$ cat src/rtl/apb_timer_mc_core.sv
// Multi-channel timer core: NUM_CH counters with prescaler, compare/auto-reload,
// one-shot / continuous / event-count modes, behind a registered request/response port.
module apb_timer_mc_core #(
  parameter  int NUM_CH  = 4,
  parameter  int CNT_W   = 32,
  parameter  int PRESC_W = 8,
  localparam int ADDR_W  = $clog2(NUM_CH) + 2
) (
  input  logic              HCLK,
  input  logic              HRESETn,
  input  logic              stoptimer_i,
  input  logic [NUM_CH-1:0] event_i,
  input  logic              reg_req_i,
  input  logic              reg_we_i,
  input  logic [ADDR_W-1:0] reg_addr_i,
  input  logic [CNT_W-1:0]  reg_wdata_i,
  output logic [CNT_W-1:0]  reg_rdata_o,
  output logic              reg_rvalid_o,
  output logic [NUM_CH-1:0] irq_o,
  output logic              busy_o
);

  typedef enum logic [1:0] {
    MODE_ONESHOT = 2'b00,
    MODE_CONT    = 2'b01,
    MODE_EVENT   = 2'b10,
    MODE_RSVD    = 2'b11
  } mode_e;

  localparam logic [1:0] IDX_CFG = 2'd0;
  localparam logic [1:0] IDX_CMP = 2'd1;
  localparam logic [1:0] IDX_CNT = 2'd2;
  localparam logic [1:0] IDX_STS = 2'd3;

  logic [NUM_CH-1:0]  en, irq_en, flag, event_q;
  mode_e              mode  [NUM_CH];
  logic [PRESC_W-1:0] presc [NUM_CH];
  logic [PRESC_W-1:0] pc    [NUM_CH];
  logic [CNT_W-1:0]   cmp   [NUM_CH];
  logic [CNT_W-1:0]   cnt   [NUM_CH];

  logic [ADDR_W-1:0]  addr_ch;
  logic [1:0]         addr_idx;
  logic [NUM_CH-1:0]  wr_cfg, wr_cmp, wr_cnt, wr_sts, tick, match;
  logic [CNT_W-1:0]   rdata_nxt;

  assign addr_ch  = reg_addr_i >> 2;
  assign addr_idx = reg_addr_i[1:0];

  // Write decode and per-channel tick generation.
  always_comb begin
    wr_cfg = '0;
    wr_cmp = '0;
    wr_cnt = '0;
    wr_sts = '0;
    tick   = '0;
    match  = '0;
    for (int ch = 0; ch < NUM_CH; ch++) begin
      if (reg_req_i && reg_we_i && (addr_ch == ADDR_W'(ch))) begin
        wr_cfg[ch] = (addr_idx == IDX_CFG);
        wr_cmp[ch] = (addr_idx == IDX_CMP);
        wr_cnt[ch] = (addr_idx == IDX_CNT);
        wr_sts[ch] = (addr_idx == IDX_STS);
      end
      if (en[ch] && !stoptimer_i) begin
        if (mode[ch] == MODE_EVENT) tick[ch] = event_i[ch] & ~event_q[ch];
        // >= keeps the channel ticking if presc is lowered below a running pc
        else tick[ch] = (pc[ch] >= presc[ch]);
      end
      match[ch] = tick[ch] && (cnt[ch] == cmp[ch]);
    end
  end

  // Read mux over pre-update register contents; unmapped channels read 0.
  always_comb begin
    rdata_nxt = '0;
    for (int ch = 0; ch < NUM_CH; ch++) begin
      if (addr_ch == ADDR_W'(ch)) begin
        case (addr_idx)
          IDX_CFG: begin
            rdata_nxt[0]             = en[ch];
            rdata_nxt[2:1]           = mode[ch];
            rdata_nxt[3]             = irq_en[ch];
            rdata_nxt[8 +: PRESC_W]  = presc[ch];
          end
          IDX_CMP: rdata_nxt = cmp[ch];
          IDX_CNT: rdata_nxt = cnt[ch];
          default: begin
            rdata_nxt[0] = flag[ch];
            rdata_nxt[1] = en[ch];
          end
        endcase
      end
    end
  end

  always_ff @(posedge HCLK) begin
    // NOTE: the per-channel arrays are ordinary registers, not RAM, so they are
    // reset in a loop; every software-visible bit must read 0 after reset.
    if (!HRESETn) begin
      en           <= '0;
      irq_en       <= '0;
      flag         <= '0;
      event_q      <= '0;
      reg_rdata_o  <= '0;
      reg_rvalid_o <= 1'b0;
      for (int ch = 0; ch < NUM_CH; ch++) begin
        mode[ch]  <= MODE_ONESHOT;
        presc[ch] <= '0;
        pc[ch]    <= '0;
        cmp[ch]   <= '0;
        cnt[ch]   <= '0;
      end
    end else begin
      event_q      <= event_i;
      reg_rvalid_o <= reg_req_i & ~reg_we_i;
      if (reg_req_i && !reg_we_i) reg_rdata_o <= rdata_nxt;

      for (int ch = 0; ch < NUM_CH; ch++) begin
        if (mode[ch] == MODE_EVENT) pc[ch] <= '0;
        else if (en[ch] && !stoptimer_i)
          pc[ch] <= tick[ch] ? '0 : pc[ch] + PRESC_W'(1);

        if (tick[ch]) cnt[ch] <= match[ch] ? '0 : cnt[ch] + CNT_W'(1);

        if (match[ch]) flag[ch] <= 1'b1;
        else if (wr_sts[ch] && reg_wdata_i[0]) flag[ch] <= 1'b0;

        if (match[ch] && mode[ch] == MODE_ONESHOT) en[ch] <= 1'b0;

        // NOTE: software writes come after the tick updates so that, with
        // non-blocking assignments, the last one scheduled wins the register.
        if (wr_cfg[ch]) begin
          en[ch]     <= reg_wdata_i[0];
          irq_en[ch] <= reg_wdata_i[3];
          presc[ch]  <= reg_wdata_i[8 +: PRESC_W];
          if (reg_wdata_i[2:1] != MODE_RSVD) mode[ch] <= mode_e'(reg_wdata_i[2:1]);
          if (reg_wdata_i[0] && !en[ch]) pc[ch] <= '0;
        end
        if (wr_cmp[ch]) cmp[ch] <= reg_wdata_i;
        if (wr_cnt[ch]) cnt[ch] <= reg_wdata_i;
      end
    end
  end

  assign irq_o  = flag & irq_en;
  assign busy_o = |en;

endmodule

$ cat config.mk
export PLATFORM = sky130hd
export DESIGN_NAME = apb_timer_mc_core
export DESIGN_NICKNAME = d
export VERILOG_FILES = /design/src/rtl/apb_timer_mc_core.sv
export SDC_FILE = /design/constraint.sdc
export NUM_CORES = 1
export LEC_CHECK = 0
export CORE_AREA = 3 3 196 198
export CTS_CLUSTER_DIAMETER = 100
export DETAILED_ROUTE_END_ITERATION = 10
export DIE_AREA = 0 0 199 201
export HOLD_SLACK_MARGIN = 0.08
export PLACE_DENSITY = 0.78
export SYNTH_ARGS = -nofsm -noshare
export SYNTH_HDL_FRONTEND = slang
export SYNTH_SLANG_ARGS = --single-unit
$ cat constraint.sdc
create_clock -name HCLK -period 6.35 [get_ports HCLK]
set_input_delay 0.635 -clock HCLK [delete_from_list [all_inputs] [get_ports HCLK]]
set_output_delay 0.635 -clock HCLK [all_outputs]
set_load 0.01 [all_outputs]
-- Word level (Yosys, flattened, before mapping)
Memory sizes are Yosys's and may differ from the RTL's.
Cells that the tools add are included.
- add/sub/neg operators: 8
- $lt $le $gt $ge: 4
- equal/unequal tests: 15
- muxes and demuxes: 210
- bitwise operators: 43
- reduce and logical (&&, ||, !) cells: 47
- operators by type and width (cell ; number):
    $mux 32 ; 20
    $mux 8 ; 20
    $mux 1 ; 146
    $add 32x1->32 const B ; 4
    $eq 32x32->1 ; 4
    $pmux 16 s2 ; 4
    $pmux 8 s3 ; 4
    $pmux 2 s3 ; 8
    $add 8x1->8 const B ; 4
    $ge 8x8->1 ; 4
    $or 1x1->1 ; 32
    $pmux 4 s2 ; 4
    $logic_and 1x1->1 ; 26
    $eq 2x2->1 const B ; 8
    $reduce_bool 2->1 ; 8
    $logic_not 2->1 ; 5
    $mux 2 ; 4
    $logic_not 1->1 ; 6
    $and 1x1->1 ; 5
    $not 1->1 ; 5
    $and 4x4->4 ; 1
    $eq 2x1->1 const B ; 2
    $logic_not 4->1 ; 1
    $reduce_or 4->1 ; 1
    $ne 2x2->1 const B ; 1
- bits in registers: 49
- memory bits (writable): 328
- input bits: 45
- output and inout port bits: 38
- word-level logic and storage cells: 347
- memories kept: 5
- memories (name ; depth ; width ; rd ports ; clocked after memory_dff ; write ports ; RTL line ; RTL):
    cmp ; 4 ; 32 ; 4 ; 0 ; 4 ; 39 ; logic [CNT_W-1:0] cmp [NUM_CH];
    cnt ; 4 ; 32 ; 4 ; 0 ; 4 ; 40 ; logic [CNT_W-1:0] cnt [NUM_CH];
    pc ; 4 ; 8 ; 4 ; 0 ; 4 ; 38 ; logic [PRESC_W-1:0] pc [NUM_CH];
    presc ; 4 ; 8 ; 4 ; 0 ; 4 ; 37 ; logic [PRESC_W-1:0] presc [NUM_CH];
    mode ; 4 ; 2 ; 4 ; 0 ; 4 ; 36 ; mode_e mode [NUM_CH];

-- Longest topological paths before layout
- depth after elaboration: 9
- gate-level depth with buffers: 11
- mapped depth without buffers: 8

-- Worst setup path before layout
OpenSTA, ideal clock, no wires.
- path type: register to register
- from: mem pc[3][0]
- to: mem cnt[3][0] (enable)
- library setup time: 560 ps
- data arrival time: 2299 ps
- data required time: 5790 ps
- path slack: 3491 ps
- stages on the path, launching flop included: 8
- path buffers: 0
- clock period less this slack: 2859 ps
- cells stage by stage: edfxtp_1 -> inv_1 -> ha_1 -> nand2b_1 -> a2111oi_0 -> nor3_1 -> o21ai_1 -> nand3b_1
- RTL lines (item ; RTL line):
    start: declaration ; 38
    end: declaration ; 40

==> summary.md <==
| Metric | Value |
|---|---|
| GPL Wtd Cong | approximately 0.90 |
| Fraction of registers with async set/reset | 0 |
| Initial Util | 0.5969 |
| IO Pins | a little over 80 |
| Residual DRC | 0 |
| Final setup violation count | 0 |
| Ys flop type | edfxtp_1 |
| RSZ-0062 raised after global routing | no |
| Clock share of power | 0.425 |
| Detailed Route Iter0 Violations | 2499 |
| Seq pwr share | 0.483 |
| Share of cells above drive strength 1 | 0.05970 |
| Comb pwr share | 0.092 |
| Number of port buffers | a little over 80 |
| PostCTS Resize Cnt | 0 |
| Yosys reg bits | 377 |
| Net switching power | roughly 1.5 mW |
| Mapped Area | 21900 um^2 |
| Pins Over Slew Limit | 0 |
| Final min period | 3.960 ns |
| Sequential share of the synthesized area | 0.4944 |
| GR Overflow Total | 0 |
| Largest stage delay on the critical path | 0.89 ns |
| Via count of the first global-routing pass | 16629 |
| Yosys cell types | 58 |
| Setup TNS | 0 ns |
| Post-DRT Antenna Nets | 0 |
| Avg Vias per Cell | 6.605 |
| First-pass GRT wire length | 98550 um |
| Largest net degree at the start of global routing | 96 |
| Pint | 4.544 mW |
| Post-synth EDFFs | 328 |
| Final-report hold violation count | 0 |
| Avg WL per Cell | 24.51 um |
| Core area | 36700 um^2 |
| Area growth syn-to-layout | 11.30% |
| Worst Tran Pin Value | between 1 and 1.5 ns |
| Required @ worst endpoint | 6.63 ns |
| DR vias | 17695 |
| TritonCTS clock tree | done |
| CTS HTree Levels | 2 |
| Cell Pwr Density | 249.4 nW/um^2 |
| Max Cap Violations | 0 |
| Max Clock Skew | about 0.025 ns |
| Run status | completed |
| Die H | 201 um |
| Worst-Skew Late Latency | 0.58 ns |
| Post-Syn Nets | 2266 |
| Fin Hold WS | approximately 0.49 ns |
| Die area | around 40000 um^2 |
| Die width | 199 um |
| Initial antenna violation count | 0 |
| Detailed Place HPWL | 45150 um |
| Crit Path Class | primary input to flip-flop |
| Cells after Synth | between 2000 and 2500 |
| Slowest CP cell | nand2_1 |
| # nets final | 2267 |
| Clock tree buffer depth | 3 |
| CTS root buf | clkbuf_16 |
| CTS sink count | 377 |
| Worst Setup Start Kind | primary input |
| FMAX | 252.5 MHz |
| Slew headroom | 0.1602 |
| Drt pass-1 iters | 6 |
| Row cnt | 70 |
| N_diodes | 0 |
| Clock-pin slew on the worst setup and hold paths | 0.06 ns |
| Leakage power | 8.546 nW |
| CTS Hold Bufs | 0 |
| Synth warn | 0 |
| PnR Total Power | around 6.1 mW |
| Sw Ratio | 0.2526 |
| Hold Path Class | flip-flop to flip-flop |
| CP Capture Type | flip-flop |
| Post-CTS Setup Bufs | 0 |
| Critical path cell sequence | clkdlybuf4s50_1 > inv_1 > ha_4 > nand2_1 > nor2_2 > buf_4 > nor2_1 > nand2_1 > buf_4 |
| Final WL | 65650 um |
| Crit path DAT | 4.24 ns |
| Mapped Avg Cell Area | 10.07 um^2 |
| Cts bufs inserted | 43 |
| CP Max Fanout | 66 |
| GR Util All Layers | 0.3217 |
| Max IR drop VDD | 0.0001622 V |
| Ratio of final minimum period to clock period | 0.6237 |
state kept, by name, summed over array words and instances, names as in the netlist, 4 cells and up:
signal	count
pc	32
cnt	128
cmp	128
irq_en	4
reg_rdata_o	32
presc	32
en	4
event_q	4
flag	4
mode	8
area by class of cell:
type	instances	area, um^2
Clock inverter	24	235.2
Inverter	51	191.4
Clock buffer	55	1235
Tap cell	468	585.6
Sequential cell	377	10830
Multi-Input combinational cell	1596	10290
Timing Repair Buffer	108	1008
Fill cell	2834	12320
synthesized netlist by cell type, drive strengths merged (33+ instances only):
| library cell | n | share of area |
|---|---|---|
| edfxtp | 328 | 0.45 |
| nand2 | 233 | 0.040 |
| xor2 | 198 | 0.079 |
| and2 | 166 | 0.047 |
| nor2 | 137 | 0.023 |
| o21ai | 128 | 0.030 |
| clkbuf | 111 | 0.020 |
| nand3 | 88 | 0.020 |
| a21oi | 87 | 0.020 |
| xnor2 | 74 | 0.030 |
| a22oi | 60 | 0.021 |
| a221oi | 55 | 0.022 |
| inv | 51 | 0.0087 |
| and3 | 49 | 0.014 |
| dfxtp | 49 | 0.045 |
| nand4 | 46 | 0.015 |
| ha | 45 | 0.026 |
| buf | 41 | 0.0091 |
| a211oi | 33 | 0.011 |
| o31ai | 33 | 0.011 |
critical path, delay by kind of cell:
family | cells | cell delay (ns)
simple gates | 4 | 1.53
buf+inv | 4 | 1.37
fa+ha+maj | 1 | 0.68
metrics by stage:
step,cells,instance area [um^2],setup slack [ns],utilization
floorplan,2176,21900,3.491,-
global placement,2600,22910,1.923,0.6243
detailed placement,2600,22910,1.873,0.6243
CTS,2679,24380,2.463,0.6644
global route,2679,24380,2.196,0.6644
finish,2679,24380,2.390,0.6644
power by group through the flow:
stage | registers, mW | logic, mW | clock network (mW)
after floorplan | 2.94 | 0.333 | 0
after global placement | 2.98 | 0.534 | 0
after detailed placement | 2.98 | 0.543 | 0
after CTS | 2.93 | 0.547 | 2.60
after global routing | 2.95 | 0.597 | 2.70
final | 2.94 | 0.561 | 2.58
worst paths after layout:
| check | from | endpoint | slack (ns) | depth (start not counted) |
|---|---|---|---|---|
| max | reg_addr_i[0] | cnt[2][15] | 2.39 | 9 |
| min reg2reg | irq_en[2] | irq_en[2] | 0.49 | 2 |
| min | irq_en[2] | irq_en[2] | 0.49 | 2 |
| max reg2reg | pc[0][0] | cnt[0][29] | 2.77 | 8 |
logic make-up (layout without fill, tap and decap cells):
group                    after synthesis  in the layout  synth area share
AND/OR/NAND/NOR                      817            817            0.1926
AO/OA/AOI/OAI                        456            456            0.1375
flip-flops                           377            377            0.4944
XOR/XNOR                             272            272            0.1088
buffers and inverters                203            238           0.03741
adder cells (fa/ha/maj)               45             45           0.02570
multiplexers                           6              6          0.003598
metal layers:
layer	wire (um)	share of wire	vias up	GRT usage
met5	0	0	-	0
met4	3121	0.048	0	0.1300
met3	7440	0.11	191	0.06294
met2	28760	0.44	1151	0.4783
met1	26330	0.40	8434	0.4648
li1	-	-	7919	-
cells in the final DEF (no fill, tap or decap), types with 33 or more instances in the layout:
| master | count |
|---|---|
| edfxtp_1 | 328 |
| nand2_1 | 233 |
| xor2_1 | 198 |
| and2_1 | 166 |
| nor2_1 | 133 |
| o21ai_0 | 94 |
| nand3_1 | 88 |
| a21oi_1 | 87 |
| clkdlybuf4s50_1 | 80 |
| xnor2_1 | 74 |
| a22oi_1 | 60 |
| a221oi_1 | 55 |
| inv_1 | 50 |
| and3_1 | 49 |
| dfxtp_1 | 49 |
| clkbuf_16 | 46 |
| nand4_1 | 44 |
| ha_1 | 43 |
| o31ai_1 | 33 |
| a211oi_1 | 33 |
(Power assumes the default switching activity.)
